[src/rtl/tdf_pattern_sequencer_if.sv]
// Bundle of the pattern-sequencer control, table-load, DUT and result signals.
// The master side is the run controller/test environment, the slave side is the sequencer.
interface tdf_pattern_sequencer_if #(
  parameter int N_IN  = 4,
  parameter int IDX_W = 2
);
  logic             start;
  logic [IDX_W:0]   run_len;
  logic             load_we;
  logic [IDX_W-1:0] load_addr;
  logic [N_IN-1:0]  load_v1;
  logic [N_IN-1:0]  load_v2;
  logic             load_exp;
  logic [N_IN-1:0]  dut_in;
  logic             dut_out;
  logic             busy;
  logic             done;
  logic             capture_valid;
  logic [IDX_W-1:0] capture_idx;
  logic             capture_val;
  logic             mismatch;
  logic [IDX_W:0]   fail_count;
  logic             pass;

  modport master (
    output start, run_len, load_we, load_addr, load_v1, load_v2, load_exp, dut_out,
    input  dut_in, busy, done, capture_valid, capture_idx, capture_val, mismatch,
           fail_count, pass
  );

  modport slave (
    input  start, run_len, load_we, load_addr, load_v1, load_v2, load_exp, dut_out,
    output dut_in, busy, done, capture_valid, capture_idx, capture_val, mismatch,
           fail_count, pass
  );
endinterface

[src/rtl/tdf_pattern_sequencer.sv]
// Two-vector (transition-delay) pattern applicator: holds V1, launches V2, samples
// the DUT response after a fixed delay and scores it against the stored expectation.
//
// state   | meaning
// --------+-----------------------------------------------------------
// IDLE    | dut_in parked at 0, table writable, waiting for start
// INIT    | V1[idx] applied, settle timer running
// LAUNCH  | V2[idx] applied, capture timer running
// CAPTURE | V2[idx] still applied, dut_out sampled at the end of cycle
// DONE    | single cycle, done pulse, pass computed on the way out
module tdf_pattern_sequencer #(
  parameter int N_IN        = 4,
  parameter int N_PAT       = 4,
  parameter int SETTLE_CYC  = 4,
  parameter int CAPTURE_CYC = 4
) (
  input  logic clk,
  input  logic rst,
  tdf_pattern_sequencer_if.slave bus
);
  localparam int IDX_W   = (N_PAT > 1) ? $clog2(N_PAT) : 1;
  localparam int TMR_MAX = (SETTLE_CYC > CAPTURE_CYC) ? SETTLE_CYC : CAPTURE_CYC;
  localparam int TMR_W   = (TMR_MAX > 1) ? $clog2(TMR_MAX) : 1;

  typedef enum logic [2:0] {
    IDLE    = 3'd0,
    INIT    = 3'd1,
    LAUNCH  = 3'd2,
    CAPTURE = 3'd3,
    DONE    = 3'd4
  } state_t;

  state_t state, state_nx;

  logic [N_IN-1:0]  v1_mem  [N_PAT];
  logic [N_IN-1:0]  v2_mem  [N_PAT];
  logic             exp_mem [N_PAT];

  logic [TMR_W-1:0] timer, timer_nx;
  logic [IDX_W-1:0] idx, idx_nx;
  logic [IDX_W-1:0] last_idx, last_nx;
  logic [N_IN-1:0]  dut_in_q, dut_in_nx;
  logic             busy_q, busy_nx;
  logic             done_q, done_nx;
  logic             cv_q, cv_nx;
  logic [IDX_W-1:0] cidx_q, cidx_nx;
  logic             cval_q, cval_nx;
  logic             mm_q, mm_nx;
  logic [IDX_W:0]   fail_q, fail_nx;
  logic             pass_q, pass_nx;

  logic             table_we;
  logic [N_IN-1:0]  v1_first;
  logic [IDX_W-1:0] eff_last;
  logic             miss;

  // Table writes are only honoured while the sequencer is parked.
  assign table_we = (state == IDLE) && bus.load_we;

  // A write to entry 0 in the start cycle must already be visible to the first V1.
  assign v1_first = (table_we && (bus.load_addr == '0)) ? bus.load_v1 : v1_mem[0];

  // Zero or an over-long request both mean "run the whole table".
  assign eff_last = ((bus.run_len == '0) || (bus.run_len > (IDX_W+1)'(N_PAT)))
                    ? IDX_W'(N_PAT - 1)
                    : IDX_W'(bus.run_len - 1'b1);

  // Pattern table storage; deliberately not reset so patterns survive a run abort.
  always_ff @(posedge clk) begin
    if (table_we) begin
      v1_mem[bus.load_addr]  <= bus.load_v1;
      v2_mem[bus.load_addr]  <= bus.load_v2;
      exp_mem[bus.load_addr] <= bus.load_exp;
    end
  end

  // State register.
  always_ff @(posedge clk) begin
    if (rst) state <= IDLE;
    else     state <= state_nx;
  end

  // Next-state, timer, index and next-output decode.
  always_comb begin
    state_nx  = state;
    timer_nx  = timer;
    idx_nx    = idx;
    last_nx   = last_idx;
    dut_in_nx = '0;
    cv_nx     = 1'b0;
    cidx_nx   = cidx_q;
    cval_nx   = cval_q;
    mm_nx     = mm_q;
    fail_nx   = fail_q;
    pass_nx   = pass_q;
    miss      = 1'b0;

    case (state)
      IDLE: begin
        if (bus.start) begin
          state_nx  = INIT;
          idx_nx    = '0;
          last_nx   = eff_last;
          fail_nx   = '0;
          pass_nx   = 1'b0;
          timer_nx  = TMR_W'(SETTLE_CYC - 1);
          dut_in_nx = v1_first;
        end
      end
      INIT: begin
        dut_in_nx = v1_mem[idx];
        if (timer == '0) begin
          state_nx  = LAUNCH;
          timer_nx  = TMR_W'(CAPTURE_CYC - 1);
          dut_in_nx = v2_mem[idx];
        end else begin
          timer_nx = timer - 1'b1;
        end
      end
      LAUNCH: begin
        dut_in_nx = v2_mem[idx];
        if (timer == '0) state_nx = CAPTURE;
        else             timer_nx = timer - 1'b1;
      end
      CAPTURE: begin
        miss    = (bus.dut_out != exp_mem[idx]);
        cv_nx   = 1'b1;
        cidx_nx = idx;
        cval_nx = bus.dut_out;
        mm_nx   = miss;
        fail_nx = fail_q + (IDX_W+1)'(miss);
        if (idx == last_idx) begin
          state_nx = DONE;
        end else begin
          state_nx  = INIT;
          idx_nx    = idx + 1'b1;
          timer_nx  = TMR_W'(SETTLE_CYC - 1);
          dut_in_nx = v1_mem[idx + 1'b1];
        end
      end
      DONE: begin
        state_nx = IDLE;
        pass_nx  = (fail_q == '0);
      end
      default: state_nx = IDLE;
    endcase

    busy_nx = (state_nx != IDLE);
    done_nx = (state_nx == DONE);
  end

  // Registered datapath and outputs; everything but the table returns to rest on reset.
  always_ff @(posedge clk) begin
    if (rst) begin
      timer    <= '0;
      idx      <= '0;
      last_idx <= '0;
      dut_in_q <= '0;
      busy_q   <= 1'b0;
      done_q   <= 1'b0;
      cv_q     <= 1'b0;
      cidx_q   <= '0;
      cval_q   <= 1'b0;
      mm_q     <= 1'b0;
      fail_q   <= '0;
      pass_q   <= 1'b0;
    end else begin
      timer    <= timer_nx;
      idx      <= idx_nx;
      last_idx <= last_nx;
      dut_in_q <= dut_in_nx;
      busy_q   <= busy_nx;
      done_q   <= done_nx;
      cv_q     <= cv_nx;
      cidx_q   <= cidx_nx;
      cval_q   <= cval_nx;
      mm_q     <= mm_nx;
      fail_q   <= fail_nx;
      pass_q   <= pass_nx;
    end
  end

  assign bus.dut_in        = dut_in_q;
  assign bus.busy          = busy_q;
  assign bus.done          = done_q;
  assign bus.capture_valid = cv_q;
  assign bus.capture_idx   = cidx_q;
  assign bus.capture_val   = cval_q;
  assign bus.mismatch      = mm_q;
  assign bus.fail_count    = fail_q;
  assign bus.pass          = pass_q;

endmodule
[src/flat_wrapper.sv]
// flat-port wrapper written by rule: the top's interface ports become plain ports
module tdf_pattern_sequencer_flat 
#(
  parameter int N_IN        = 4,
  parameter int N_PAT       = 4,
  parameter int SETTLE_CYC  = 4,
  parameter int CAPTURE_CYC = 4
)
  (clk, rst, bus_start, bus_run_len, bus_load_we, bus_load_addr, bus_load_v1, bus_load_v2, bus_load_exp, bus_dut_out, bus_dut_in, bus_busy, bus_done, bus_capture_valid, bus_capture_idx, bus_capture_val, bus_mismatch, bus_fail_count, bus_pass);
  tdf_pattern_sequencer_if #(.N_IN(N_IN)) bus_i ();
  input  logic clk;
  input  logic rst;
  input wire logic [$bits(bus_i.start)-1:0] bus_start;
  input wire logic [$bits(bus_i.run_len)-1:0] bus_run_len;
  input wire logic [$bits(bus_i.load_we)-1:0] bus_load_we;
  input wire logic [$bits(bus_i.load_addr)-1:0] bus_load_addr;
  input wire logic [$bits(bus_i.load_v1)-1:0] bus_load_v1;
  input wire logic [$bits(bus_i.load_v2)-1:0] bus_load_v2;
  input wire logic [$bits(bus_i.load_exp)-1:0] bus_load_exp;
  input wire logic [$bits(bus_i.dut_out)-1:0] bus_dut_out;
  output wire logic [$bits(bus_i.dut_in)-1:0] bus_dut_in;
  output wire logic [$bits(bus_i.busy)-1:0] bus_busy;
  output wire logic [$bits(bus_i.done)-1:0] bus_done;
  output wire logic [$bits(bus_i.capture_valid)-1:0] bus_capture_valid;
  output wire logic [$bits(bus_i.capture_idx)-1:0] bus_capture_idx;
  output wire logic [$bits(bus_i.capture_val)-1:0] bus_capture_val;
  output wire logic [$bits(bus_i.mismatch)-1:0] bus_mismatch;
  output wire logic [$bits(bus_i.fail_count)-1:0] bus_fail_count;
  output wire logic [$bits(bus_i.pass)-1:0] bus_pass;
  assign bus_i.start = bus_start;
  assign bus_i.run_len = bus_run_len;
  assign bus_i.load_we = bus_load_we;
  assign bus_i.load_addr = bus_load_addr;
  assign bus_i.load_v1 = bus_load_v1;
  assign bus_i.load_v2 = bus_load_v2;
  assign bus_i.load_exp = bus_load_exp;
  assign bus_i.dut_out = bus_dut_out;
  assign bus_dut_in = bus_i.dut_in;
  assign bus_busy = bus_i.busy;
  assign bus_done = bus_i.done;
  assign bus_capture_valid = bus_i.capture_valid;
  assign bus_capture_idx = bus_i.capture_idx;
  assign bus_capture_val = bus_i.capture_val;
  assign bus_mismatch = bus_i.mismatch;
  assign bus_fail_count = bus_i.fail_count;
  assign bus_pass = bus_i.pass;
  tdf_pattern_sequencer #(.N_IN(N_IN), .N_PAT(N_PAT), .SETTLE_CYC(SETTLE_CYC), .CAPTURE_CYC(CAPTURE_CYC)) u_core (.clk(clk), .rst(rst), .bus(bus_i));
endmodule
[config.mk]
export PLATFORM = sky130hd
export DESIGN_NAME = tdf_pattern_sequencer_flat
export DESIGN_NICKNAME = d
export VERILOG_FILES = /design/src/rtl/tdf_pattern_sequencer_if.sv /design/src/rtl/tdf_pattern_sequencer.sv /design/src/flat_wrapper.sv
export SDC_FILE = /design/constraint.sdc
export NUM_CORES = 1
export LEC_CHECK = 0
export CAP_MARGIN = 10
export CORE_MARGIN = 2
export CORE_UTILIZATION = 40
export DETAILED_ROUTE_END_ITERATION = 12
export GPL_ROUTABILITY_DRIVEN = 1
export GPL_TIMING_DRIVEN = 0
export HOLD_SLACK_MARGIN = 0.08
export REMOVE_ABC_BUFFERS = 1
export SLEW_MARGIN = 20
export SYNTH_ARGS = -nofsm -noshare
export SYNTH_HDL_FRONTEND = slang
export SYNTH_SLANG_ARGS = --single-unit
export TNS_END_PERCENT = 20
[constraint.sdc]
create_clock -name clk -period 2.4 [get_ports clk]
set_input_delay 0.48 -clock clk [delete_from_list [all_inputs] [get_ports clk]]
set_output_delay 0.48 -clock clk [all_outputs]
set_load 0.005 [all_outputs]
==> flow_summary.toml <==
[status]
outcome = "completed"

[synthesis]
syn_area_mm2 = 0.00277
async_flop_share_pct = 0
yosys.area_share.adder_pct = 1.81
ys_seq_area_share_pct = 57.9
yosys.cell_types.count = 45
synthMuxAreaShare_pct = 10.2
ys_warn_count = 0
synth_compound_area_share_pct = 10.3
synthCells = 228
synth_area_per_cell_um2 = 12.1
synth-simple-area-share_pct = 13.8
synth_edf_count = 36
synth_xor_area_share_pct = 1.90
synth-seq-cells = 62
synth_ff_type = "edfxtp_1"
synth_top_family_by_area = "simple AND/OR/NAND/NOR gates"

[floorplanning]
io_pins = 34
core-area_mm2 = 0.00676
start_util_pct = 40.9
dieArea_mm2 = 0.00759
rows = 30
fp.dieH_um = 87.1
die-width_um = 87.1

[worst_hold_path]
hold_path_class = "register to register"
hold-path-endpoint = "u_core.bus.capture_idx[1]"
worstHoldStart = "u_core.bus.capture_idx[1]"
hold_depth = 2

[detailed_routing]
wl_per_cell_um = 16.8
ant_nets = 0
vias = 1882
post-route-drc-count = 0
vias_per_cell = 5.49
dr.pass1.iters = 4
drt-initial-drc-count = 92
drt-total-wl_um = 5770

[timing]
tns_ns = 0
worst_pin_slew_ns = 0.879
slew_violations = 0
period_share_pct = 97.0
relSlewSlack_pct = 41.2
fmax_mhz = 430
fin_ws_ns = 0.0722
period_needed_ns = 2.33
hold_viol_final = 0
finalSetupViolations = 0
rsz0062_at_grt = "false"
skew_ns = 0.00938

[placed_design]
dpl.cell_count = 327
routabilityCongestion = 0.819
dp.final_hpwl_um = 3920
dp_slack_ns = -0.331
port_buffers = 33

[layout]
synthToLayoutAreaGrowth_pct = 20.8
final_cells = 343
diodes = 0
nets = 281
layout-drive-gt1-share_pct = 10.6

[global_route]
grt_pass1_wl_um = 9130
grt_use_total_pct = 16.5
grt_pass1_vias = 1801
antenna_found_initial = 0
grt_max_degree = 21
grt-ovfl-total = 0

[clocking]
numCtsBuffers = 9
clock_latency_ns = 0.35
htree_levels = 3
cts_tree = "done"
root_buffer = "clkbuf_8"
cts.sinks = 62
ctsLongestPathBuffers = 2
post_cts_buffers = 0
clkTransAtPathRegs_ns = 0.06

[worst_setup_path]
r2r_cells = 3
r2r_end = "u_core.v2_mem[0][0]"
start_kind = "primary input"
path_max_fanout = 9
r2r_setup_slack_ns = 0.13
r2r-start = "u_core.state[2]"
end_kind = "register"
arrival_ns = 2.32
crit_type = "primary input to register"
worstPathRequired_ns = 2.39

[power]
power_density_mw_per_mm2 = 741
peakVddDrop_mv = 0.359
p_leak_nw = 1.16

[run]
drv_cap = 0
-- cell families (layout without fill, tap and decap cells) --
| kind of cell | after synthesis | after routing |
|---|---|---|
| compound gates | 39 | 39 |
| buf+inv | 24 | 59 |
| simple gates | 71 | 71 |
| flops | 62 | 62 |
| fa+ha+maj | 4 | 4 |
| mux | 22 | 22 |
| xor+xnor | 6 | 6 |
-- what timing repair did --
item                                    CTS  global route
gates resized for setup                   2             0
hold buffers                              0             0
endpoints found under the setup margin   11             0
-- Yosys cell counts, types with 4 or more instances --
cell      number  share of area (%)
clkbuf_1       8                1.1
ha_1           4                1.8
mux2i_1       17                6.2
dfxtp_1       26                 19
nor3_1         5               0.90
a21oi_1        9                1.6
nor2_1        16                2.2
edfxtp_1      36                 39
a32oi_1        4                1.3
nand2_1       20                2.7
mux4_2         5                4.1
a22oi_1        6                1.6
buf_2          5               0.90
nor2b_1        5                1.1
inv_1          9                1.2
o221ai_1       4                1.3
xor2_1         4                1.3
-- final cells by class --
| type | instances | area (µm²) |
|---|---|---|
| Timing Repair Buffer | 34 | 338 |
| Clock inverter | 6 | 77.6 |
| Clock buffer | 10 | 128 |
| Tap cell | 80 | 100 |
| Sequential cell | 62 | 1600 |
| Multi-Input combinational cell | 142 | 1060 |
| Inverter | 9 | 33.8 |
| Fill cell | 615 | 3420 |
-- metrics by stage --
step	hold slack (ns)	total power [mW]	area, µm²	utilization [%]
2_1_floorplan	0.437	1.40	2690	-
3_3_place_gp	0.446	1.52	3120	46.1
3_5_place_dp	0.451	1.53	3130	46.3
4_1_cts	0.460	2.50	3340	49.4
5_1_grt	0.489	2.59	3340	49.4
6_report	0.456	2.47	3340	49.4
-- flip-flops by register name, summed over array words and instances, names as in the netlist, 2 cells and up, named ones only --
name and cells:
u_core.last_idx 2, u_core.v2_mem 16, u_core.state 3, u_core.bus.dut_in 4, u_core.v1_mem 16, u_core.bus.capture_idx 2, u_core.exp_mem 4, u_core.idx 2
u_core.timer 2, u_core.bus.fail_count 3
-- layer usage --
metal	up-vias	global-route usage (%)	part of all wire, %
met2	29	24.5	48
met3	12	4.36	3.1
li1	916	-	-
met4	0	8.67	2.2
met1	925	22.3	46
met5	-	0	0
-- critical path, cell delays in order --
cell and delay, ns:
clkdlybuf4s50_1 0.46, or4b_4 0.48, or3_1 0.48, inv_1 0.41
-- how the worst max path moves through the flow --
stage                      from                  endpoint  slack, ns
finish              bus_load_we       u_core.v2_mem[0][0]       0.07
global route           register  u_core.bus.fail_count[1]       0.02
CTS                 bus_load_we       u_core.v2_mem[0][0]       0.07
detailed placement  bus_load_we       u_core.v2_mem[1][2]      -0.33
global placement    bus_load_we       u_core.v2_mem[2][2]      -0.81
floorplan              register  u_core.bus.fail_count[1]       0.28
-- power by group --
part           internal (mW)  switching, mW
sequential              1.18         0.0333
clock                  0.574          0.389
combinational          0.136          0.157
-- cell usage in the layout (no fill, tap or decap), types with 2 or more instances in the layout --
cell type | synthesis | final
nor2b_1 | 5 | 5
mux4_2 | 5 | 5
dfxtp_1 | 26 | 25
mux2i_1 | 17 | 17
clkinv_2 | 0 | 2
clkinv_1 | 0 | 2
nor2_1 | 16 | 15
xnor2_1 | 2 | 2
or2_2 | 3 | 3
a22oi_1 | 6 | 6
a211o_1 | 3 | 3
edfxtp_1 | 36 | 36
inv_1 | 9 | 9
nand3b_1 | 3 | 3
nand2_1 | 20 | 20
a32oi_1 | 4 | 4
o2111ai_1 | 3 | 3
xor2_1 | 4 | 4
clkbuf_8 | 0 | 9
clkdlybuf4s50_1 | 0 | 33
a21oi_1 | 9 | 9
o21ai_0 | 3 | 3
nor3_1 | 5 | 5
o221ai_1 | 4 | 4
nor4_1 | 3 | 3
nand2b_1 | 3 | 3
bufinv_16 | 0 | 2
ha_1 | 4 | 4
No activity file was read; power rests on OpenSTA's default activity.
